`src/rtl/rv_pkg.sv`:
```
// Shared RV32I datapath constants and types used by the register file and
// the decoder-side address logic.
package rv_pkg;

    localparam int XLEN       = 32;
    localparam int REG_ADDR_W = 5;
    localparam int REG_COUNT  = 32;

    localparam logic [REG_ADDR_W-1:0] REG_ZERO = 5'd0;

    typedef logic [REG_ADDR_W-1:0] reg_addr_t;
    typedef logic [XLEN-1:0]       xlen_word_t;

endpackage

```
`src/rtl/write_demux.sv`:
```
// Binary-to-one-hot steering decoder: routes a single enable to the one
// destination selected by sel.  Purely combinational.
module write_demux #(
    parameter int ADDR_W = 5
) (
    input  logic                  en,
    input  logic [ADDR_W-1:0]     sel,
    output logic [2**ADDR_W-1:0]  onehot
);

    always_comb begin
        onehot = '0;
        for (int i = 0; i < 2**ADDR_W; i++) begin
            // An unknown sel with en=0 still yields all zeros.
            onehot[i] = en & (sel == ADDR_W'(i));
        end
    end

endmodule

```
`src/rtl/register_file_wdemux.sv`:
```
// RV32I integer register file: two combinational read ports, one clocked
// write port steered by a one-hot write demux.  x0 has no storage.
module register_file_wdemux #(
    parameter int XLEN         = rv_pkg::XLEN,
    parameter int REG_COUNT    = rv_pkg::REG_COUNT,
    parameter int ADDR_W       = rv_pkg::REG_ADDR_W,
    parameter int WRITE_BYPASS = 0
) (
    input  logic              clk,
    input  logic              reset,
    input  logic              reg_write,
    input  logic [ADDR_W-1:0] rd_addr,
    input  logic [XLEN-1:0]   wr_data,
    input  logic [ADDR_W-1:0] rs1_addr,
    input  logic [ADDR_W-1:0] rs2_addr,
    output logic [XLEN-1:0]   rs1_data,
    output logic [XLEN-1:0]   rs2_data
);

    import rv_pkg::*;

    logic [REG_COUNT-1:0] demux_onehot;
    logic [REG_COUNT-1:0] we_vec;

    logic [XLEN-1:0] regs_q [1:REG_COUNT-1];
    logic [XLEN-1:0] regs_d [1:REG_COUNT-1];

    logic [XLEN-1:0] rs1_stored;
    logic [XLEN-1:0] rs2_stored;
    logic            rs1_fwd;
    logic            rs2_fwd;

    write_demux #(
        .ADDR_W (ADDR_W)
    ) u_write_demux (
        .en     (reg_write),
        .sel    (rd_addr),
        .onehot (demux_onehot)
    );

    // x0 is hardwired: its enable is masked here, so neither storage nor the
    // bypass path can ever see a write to address 0.
    assign we_vec = demux_onehot & ~REG_COUNT'(1);

    always_comb begin
        for (int i = 1; i < REG_COUNT; i++) begin
            regs_d[i] = we_vec[i] ? wr_data : regs_q[i];
        end
    end

    always_ff @(posedge clk or posedge reset) begin
        if (reset) begin
            for (int i = 1; i < REG_COUNT; i++) begin
                regs_q[i] <= '0;
            end
        end else begin
            for (int i = 1; i < REG_COUNT; i++) begin
                regs_q[i] <= regs_d[i];
            end
        end
    end

    always_comb begin
        rs1_stored = '0;
        rs2_stored = '0;
        for (int i = 1; i < REG_COUNT; i++) begin
            if (rs1_addr == ADDR_W'(i)) rs1_stored = regs_q[i];
            if (rs2_addr == ADDR_W'(i)) rs2_stored = regs_q[i];
        end
    end

    // Forwarding is keyed off we_vec, so x0 is excluded by construction;
    // reset suppresses it so both read ports show zero while reset is high.
    assign rs1_fwd = (WRITE_BYPASS != 0) && !reset && we_vec[rs1_addr];
    assign rs2_fwd = (WRITE_BYPASS != 0) && !reset && we_vec[rs2_addr];

    always_comb begin
        rs1_data = '0;
        rs2_data = '0;
        if (rs1_addr != ADDR_W'(REG_ZERO)) begin
            rs1_data = rs1_fwd ? wr_data : rs1_stored;
        end
        if (rs2_addr != ADDR_W'(REG_ZERO)) begin
            rs2_data = rs2_fwd ? wr_data : rs2_stored;
        end
    end

endmodule

```
`config.mk`:
```
export PLATFORM = sky130hd
export DESIGN_NAME = register_file_wdemux
export DESIGN_NICKNAME = d
export VERILOG_FILES = /design/src/rtl/rv_pkg.sv /design/src/rtl/write_demux.sv /design/src/rtl/register_file_wdemux.sv
export SDC_FILE = /design/constraint.sdc
export NUM_CORES = 2
export LEC_CHECK = 0
export CELL_PAD_IN_SITES_DETAIL_PLACEMENT = 0
export CELL_PAD_IN_SITES_GLOBAL_PLACEMENT = 1
export CORE_MARGIN = 2
export CORE_UTILIZATION = 45
export CTS_CLUSTER_DIAMETER = 60
export CTS_CLUSTER_SIZE = 16
export DETAILED_ROUTE_END_ITERATION = 6
export DONT_BUFFER_PORTS = 1
export PLACE_DENSITY_LB_ADDON = 0.1
export SYNTH_ARGS = -nofsm -noshare
export SYNTH_HDL_FRONTEND = slang
export SYNTH_SLANG_ARGS = --single-unit
```
`constraint.sdc`:
```
create_clock -name clk -period 38.9 [get_ports clk]
set_clock_uncertainty 0.2 [all_clocks]
set_input_delay 1.945 -clock clk [delete_from_list [all_inputs] [get_ports clk]]
set_output_delay 1.945 -clock clk [all_outputs]
set_load 0.05 [all_outputs]
```
==> metrics.txt <==
# TYPE chip_impl_metric gauge
chip_impl_info{name="run_status",value="finished, violations left"} 1
chip_impl_info{name="failing_checks",value="DRC, capacitance limit, slew limit"} 1
chip_impl_info{name="cp-end-kind",value="output pin"} 1
chip_impl_metric{name="drive_gt1_frac",unit=""} 0.329
chip_impl_metric{name="cts_setup_buffers",unit=""} 0
chip_impl_metric{name="netlist_area",unit="um^2"} 52600
chip_impl_metric{name="crit_path_max_fanout",unit=""} 73
chip_impl_metric{name="drt-met1-wl",unit="mm"} 110
chip_impl_metric{name="clock_latency",unit="ns"} 0.73
chip_impl_metric{name="design.core.area",unit="um^2"} 116000
chip_impl_metric{name="postRouteWirelength",unit="mm"} 305
chip_impl_metric{name="cp.arrival",unit="ns"} 5.82
chip_impl_metric{name="area_delta_synth_final",unit="%"} 10.6
chip_impl_metric{name="routed-via-count",unit=""} 49480
chip_impl_info{name="dr.max_layer_used",value="met5"} 1
chip_impl_info{name="layout.cells.most_common",value="sky130_fd_sc_hd__mux2_2"} 1
chip_impl_metric{name="synth_seq_area_share",unit=""} 0.472
chip_impl_metric{name="antenna_found_initial",unit=""} 28
chip_impl_metric{name="maxCapViolations",unit=""} 1
chip_impl_metric{name="vdd_drop_max",unit="uV"} 40.4
chip_impl_info{name="timing.rr.start",value="regs_q[629]$_DFFE_PP0P_"} 1
chip_impl_metric{name="mappedNetlistNets",unit=""} 4788
chip_impl_metric{name="place_hpwl",unit="mm"} 182
chip_impl_info{name="largest_register",value="regs_q"} 1
chip_impl_info{name="final_cell_mix",value="sky130_fd_sc_hd__mux2_2 (1008), sky130_fd_sc_hd__dfrtp_1 (992), sky130_fd_sc_hd__a22oi_1 (429), sky130_fd_sc_hd__nand2_1 (244), sky130_fd_sc_hd__a21oi_1 (215)"} 1
chip_impl_metric{name="route.detailed.drc",unit=""} 36
chip_impl_metric{name="fin_crit_sh",unit=""} 0.205
chip_impl_metric{name="sw_share",unit=""} 0.328
chip_impl_metric{name="ys_warn_count",unit=""} 0
chip_impl_metric{name="final.setup.worst_slack",unit="ns"} 30.94
chip_impl_metric{name="rr_worst_depth",unit=""} 1
chip_impl_metric{name="initial_core_util",unit=""} 0.454
chip_impl_metric{name="number_of_flip_flops_under_the_largest_register_name",unit=""} 992
chip_impl_metric{name="row_count",unit=""} 125
chip_impl_info{name="rsz0062_at_grt",value="false"} 1
chip_impl_metric{name="cp.required",unit="ns"} 36.75
chip_impl_metric{name="timing.final.setup_violations",unit=""} 0
chip_impl_metric{name="timing.slew.headroom",unit=""} -0.0482
chip_impl_metric{name="route.detailed.vias_per_inst",unit=""} 7.95
chip_impl_metric{name="setup_total_negative_slack",unit="ns"} 0
chip_impl_metric{name="global_route_wire_length_before_repair",unit="mm"} 409
chip_impl_metric{name="cts_max_path_buffers",unit=""} 3
chip_impl_metric{name="power_frac_clock",unit=""} 0.359
chip_impl_metric{name="maximum_number_of_pins_on_one_net_before_global_route_repair",unit=""} 126
chip_impl_info{name="timing.hold.worst.class",value="reg -> reg"} 1
chip_impl_metric{name="synth_fa_ha_area_frac",unit=""} 0
chip_impl_info{name="crit_path_start_kind",value="input port"} 1
chip_impl_metric{name="htree_levels",unit=""} 3
chip_impl_metric{name="wire_per_inst",unit="um"} 48.9
chip_impl_metric{name="routability_congestion_estimate_from_global_placement",unit=""} 1.04
chip_impl_metric{name="final.hold.worst_slack",unit="ns"} 0.320
chip_impl_metric{name="synth-xor-area-share",unit=""} 0
chip_impl_metric{name="final-hold-violation-count",unit=""} 0
chip_impl_metric{name="die_area",unit="um^2"} 120000
chip_impl_metric{name="timing.final.crit_period",unit="ns"} 7.96
chip_impl_metric{name="detail_route.iter0.violations",unit=""} 10003
chip_impl_metric{name="ys_async_rst_share",unit=""} 1.00
chip_impl_metric{name="leakagePower",unit="nW"} 24.7
chip_impl_metric{name="io_pins",unit=""} 114
chip_impl_info{name="dominantRegCellSynth",value="sky130_fd_sc_hd__dfrtp_1"} 1
chip_impl_info{name="hold_crit_start",value="regs_q[713]$_DFFE_PP0P_"} 1
chip_impl_metric{name="power.combinational.fraction",unit=""} 0.161
chip_impl_info{name="crit_type",value="in -> out"} 1
chip_impl_info{name="holdPathEnd",value="regs_q[713]$_DFFE_PP0P_"} 1
chip_impl_metric{name="net-switching-power",unit="mW"} 0.991
chip_impl_metric{name="share_seq_of_total_power",unit=""} 0.480
chip_impl_metric{name="fp.dieH",unit="um"} 346
chip_impl_metric{name="port_buffers",unit=""} 0
chip_impl_metric{name="num-nets-final",unit=""} 4637
chip_impl_metric{name="grt_pass1_vias",unit=""} 46142
chip_impl_metric{name="post_synth_inst_count",unit=""} 4738
chip_impl_metric{name="synthesis_stage_register_bit_count",unit=""} 992
chip_impl_metric{name="floorplan.die.width",unit="um"} 346
chip_impl_info{name="largest_family_of_logic_cells_by_synthesized_area",value="multiplexers"} 1
chip_impl_metric{name="maxSlewViolCount",unit=""} 5
chip_impl_metric{name="r2r_slack",unit="ns"} 37.78
chip_impl_info{name="capture_instance_of_the_worst_register_to_register_path",value="regs_q[629]$_DFFE_PP0P_"} 1
chip_impl_metric{name="final_antenna_net_count",unit=""} 0
chip_impl_metric{name="clock.fmax",unit="MHz"} 126
chip_impl_metric{name="cts_sinks",unit=""} 992
chip_impl_metric{name="filler_cells_inserted",unit=""} 10606
chip_impl_metric{name="hold_buffers",unit=""} 0
chip_impl_metric{name="track_usage",unit=""} 0.497
chip_impl_metric{name="synth.lib_cells_used.distinct",unit=""} 92
chip_impl_metric{name="worstHoldPathCells",unit=""} 1
chip_impl_metric{name="cts_repair_resize_count",unit=""} 0
chip_impl_metric{name="internal-power",unit="mW"} 2.03
chip_impl_metric{name="tightestPinTransition",unit="ns"} 1.57
chip_impl_metric{name="first_pass_detailed_route_iteration_total",unit=""} 7
chip_impl_info{name="biggestRegsByFlops",value="regs_q x992"} 1
chip_impl_metric{name="simple_gate_fraction_of_synth_area",unit=""} 0.0863
chip_impl_metric{name="syn_area_per_cell",unit="um^2"} 11.1
chip_impl_metric{name="synth_compound_area_frac",unit=""} 0.176
chip_impl_metric{name="synthMuxAreaShare",unit=""} 0.225
chip_impl_metric{name="clk_pin_slew_worst_paths",unit="ns"} 0.07
chip_impl_metric{name="cellPowerDensity",unit="nW/um^2"} 51.8
chip_impl_info{name="clockRootBuffer",value="sky130_fd_sc_hd__clkbuf_16"} 1
chip_impl_metric{name="grt.overflow.total",unit=""} 0
chip_impl_info{name="tritoncts_clock_tree",value="built"} 1
chip_impl_metric{name="place_worst_setup_slack",unit="ns"} 31.25
chip_impl_metric{name="detailroute.wirelength.met3",unit="mm"} 46.7
chip_impl_metric{name="tritoncts.num_buffers",unit=""} 106
chip_impl_metric{name="met2RoutedLength",unit="mm"} 120
chip_impl_metric{name="synth_edf_count",unit=""} 0
power by group through the flow:
stage / sequential (mW) / clock (mW) / combinational, mW
2_1_floorplan: 1.36 / 0 / 0.369
3_3_place_gp: 1.45 / 0 / 0.458
3_5_place_dp: 1.45 / 0 / 0.469
4_1_cts: 1.43 / 1.08 / 0.470
5_1_grt: 1.46 / 1.12 / 0.504
6_report: 1.45 / 1.08 / 0.484
worst max-delay path by stage:
stage	from	to	slack, ns
floorplan	reset	regs_q[0]$_DFFE_PP0P_	8.85
global placement	rs1_addr[2]	rs1_data[20]	31.28
detailed placement	rs1_addr[2]	rs1_data[20]	31.25
CTS	rs1_addr[2]	rs1_data[20]	31.26
global route	rs1_addr[1]	rs1_data[30]	31.06
finish	rs1_addr[1]	rs1_data[20]	30.94
worst max-delay path, cell delays in order:
cell and delay (ns):
sky130_fd_sc_hd__nand2b_1 0.73, sky130_fd_sc_hd__nor3_4 0.96, sky130_fd_sc_hd__buf_4 0.66, sky130_fd_sc_hd__a22oi_1 0.15
sky130_fd_sc_hd__nand4_1 0.16, sky130_fd_sc_hd__nor3_1 0.07, sky130_fd_sc_hd__a22oi_1 1.02
area by class of cell:
type	count	area [um^2]	area share
diodes	30	75.1	0.00129
clock buffers	124	2840	0.0488
clock inverters	68	791	0.0136
inverters	20	82.6	0.00142
multi-input cells	3276	26200	0.451
flip-flops and latches	992	24800	0.426
well taps	1524	1910	0.0328
repair buffers	191	1450	0.0249
through the flow:
step,power (mW),area [um^2],utilization,cells
finish,3.02,58200,0.502,6225
global route,3.09,58100,0.501,6201
CTS,2.98,58100,0.501,6194
detailed placement,1.92,54500,0.470,6002
global placement,1.91,54500,0.470,6002
floorplan,1.73,52600,-,4738
cell families after synthesis:
group           after synthesis
buf+inv                     470
flops                       992
compound gates             1317
simple gates                903
mux                        1056
per-layer routing:
metal / global-route usage / vias to the layer above
met5: 0 / -
met4: 0.364 / 32
met3: 0.224 / 1586
met2: 0.673 / 4962
met1: 0.622 / 25053
li1: - / 17847
cells in the mapped netlist, types with 6 or more instances:
master	number	area, um^2
sky130_fd_sc_hd__inv_1	17	63.8
sky130_fd_sc_hd__nand4_1	59	369
sky130_fd_sc_hd__nor2_4	8	90.1
sky130_fd_sc_hd__nand2_1	257	965
sky130_fd_sc_hd__o221ai_1	19	166
sky130_fd_sc_hd__a22o_1	41	359
sky130_fd_sc_hd__buf_2	141	706
sky130_fd_sc_hd__o22ai_1	57	357
sky130_fd_sc_hd__o211ai_1	19	143
sky130_fd_sc_hd__nor2b_1	26	163
sky130_fd_sc_hd__nand3_1	87	435
sky130_fd_sc_hd__o32ai_1	10	87.6
sky130_fd_sc_hd__a2111oi_0	16	140
sky130_fd_sc_hd__nor4_1	26	163
sky130_fd_sc_hd__buf_6	11	124
sky130_fd_sc_hd__nor2_2	26	163
sky130_fd_sc_hd__a221oi_1	66	578
sky130_fd_sc_hd__a31oi_1	30	188
sky130_fd_sc_hd__and3b_1	6	52.6
sky130_fd_sc_hd__a21o_1	15	113
sky130_fd_sc_hd__clkbuf_1	209	785
sky130_fd_sc_hd__nand2b_1	23	144
sky130_fd_sc_hd__and3_1	29	181
sky130_fd_sc_hd__o2bb2ai_1	13	114
sky130_fd_sc_hd__a211oi_1	24	180
sky130_fd_sc_hd__buf_1	54	203
sky130_fd_sc_hd__o31ai_1	12	90.1
sky130_fd_sc_hd__a222oi_1	46	460
sky130_fd_sc_hd__nand3b_1	12	90.1
sky130_fd_sc_hd__a21boi_0	6	45.0
sky130_fd_sc_hd__mux2i_1	46	460
sky130_fd_sc_hd__dfrtp_1	992	24800
sky130_fd_sc_hd__a221o_1	25	250
sky130_fd_sc_hd__mux2_2	1008	11400
sky130_fd_sc_hd__nor3_1	82	410
sky130_fd_sc_hd__a21oi_1	215	1080
sky130_fd_sc_hd__o21ai_0	194	971
sky130_fd_sc_hd__a32oi_1	15	131
sky130_fd_sc_hd__buf_4	35	263
sky130_fd_sc_hd__or3_1	7	43.8
sky130_fd_sc_hd__nor2_1	201	754
sky130_fd_sc_hd__a22oi_1	429	3220
sky130_fd_sc_hd__nor3b_1	7	52.6
No activity file was read; power rests on OpenSTA's default activity.
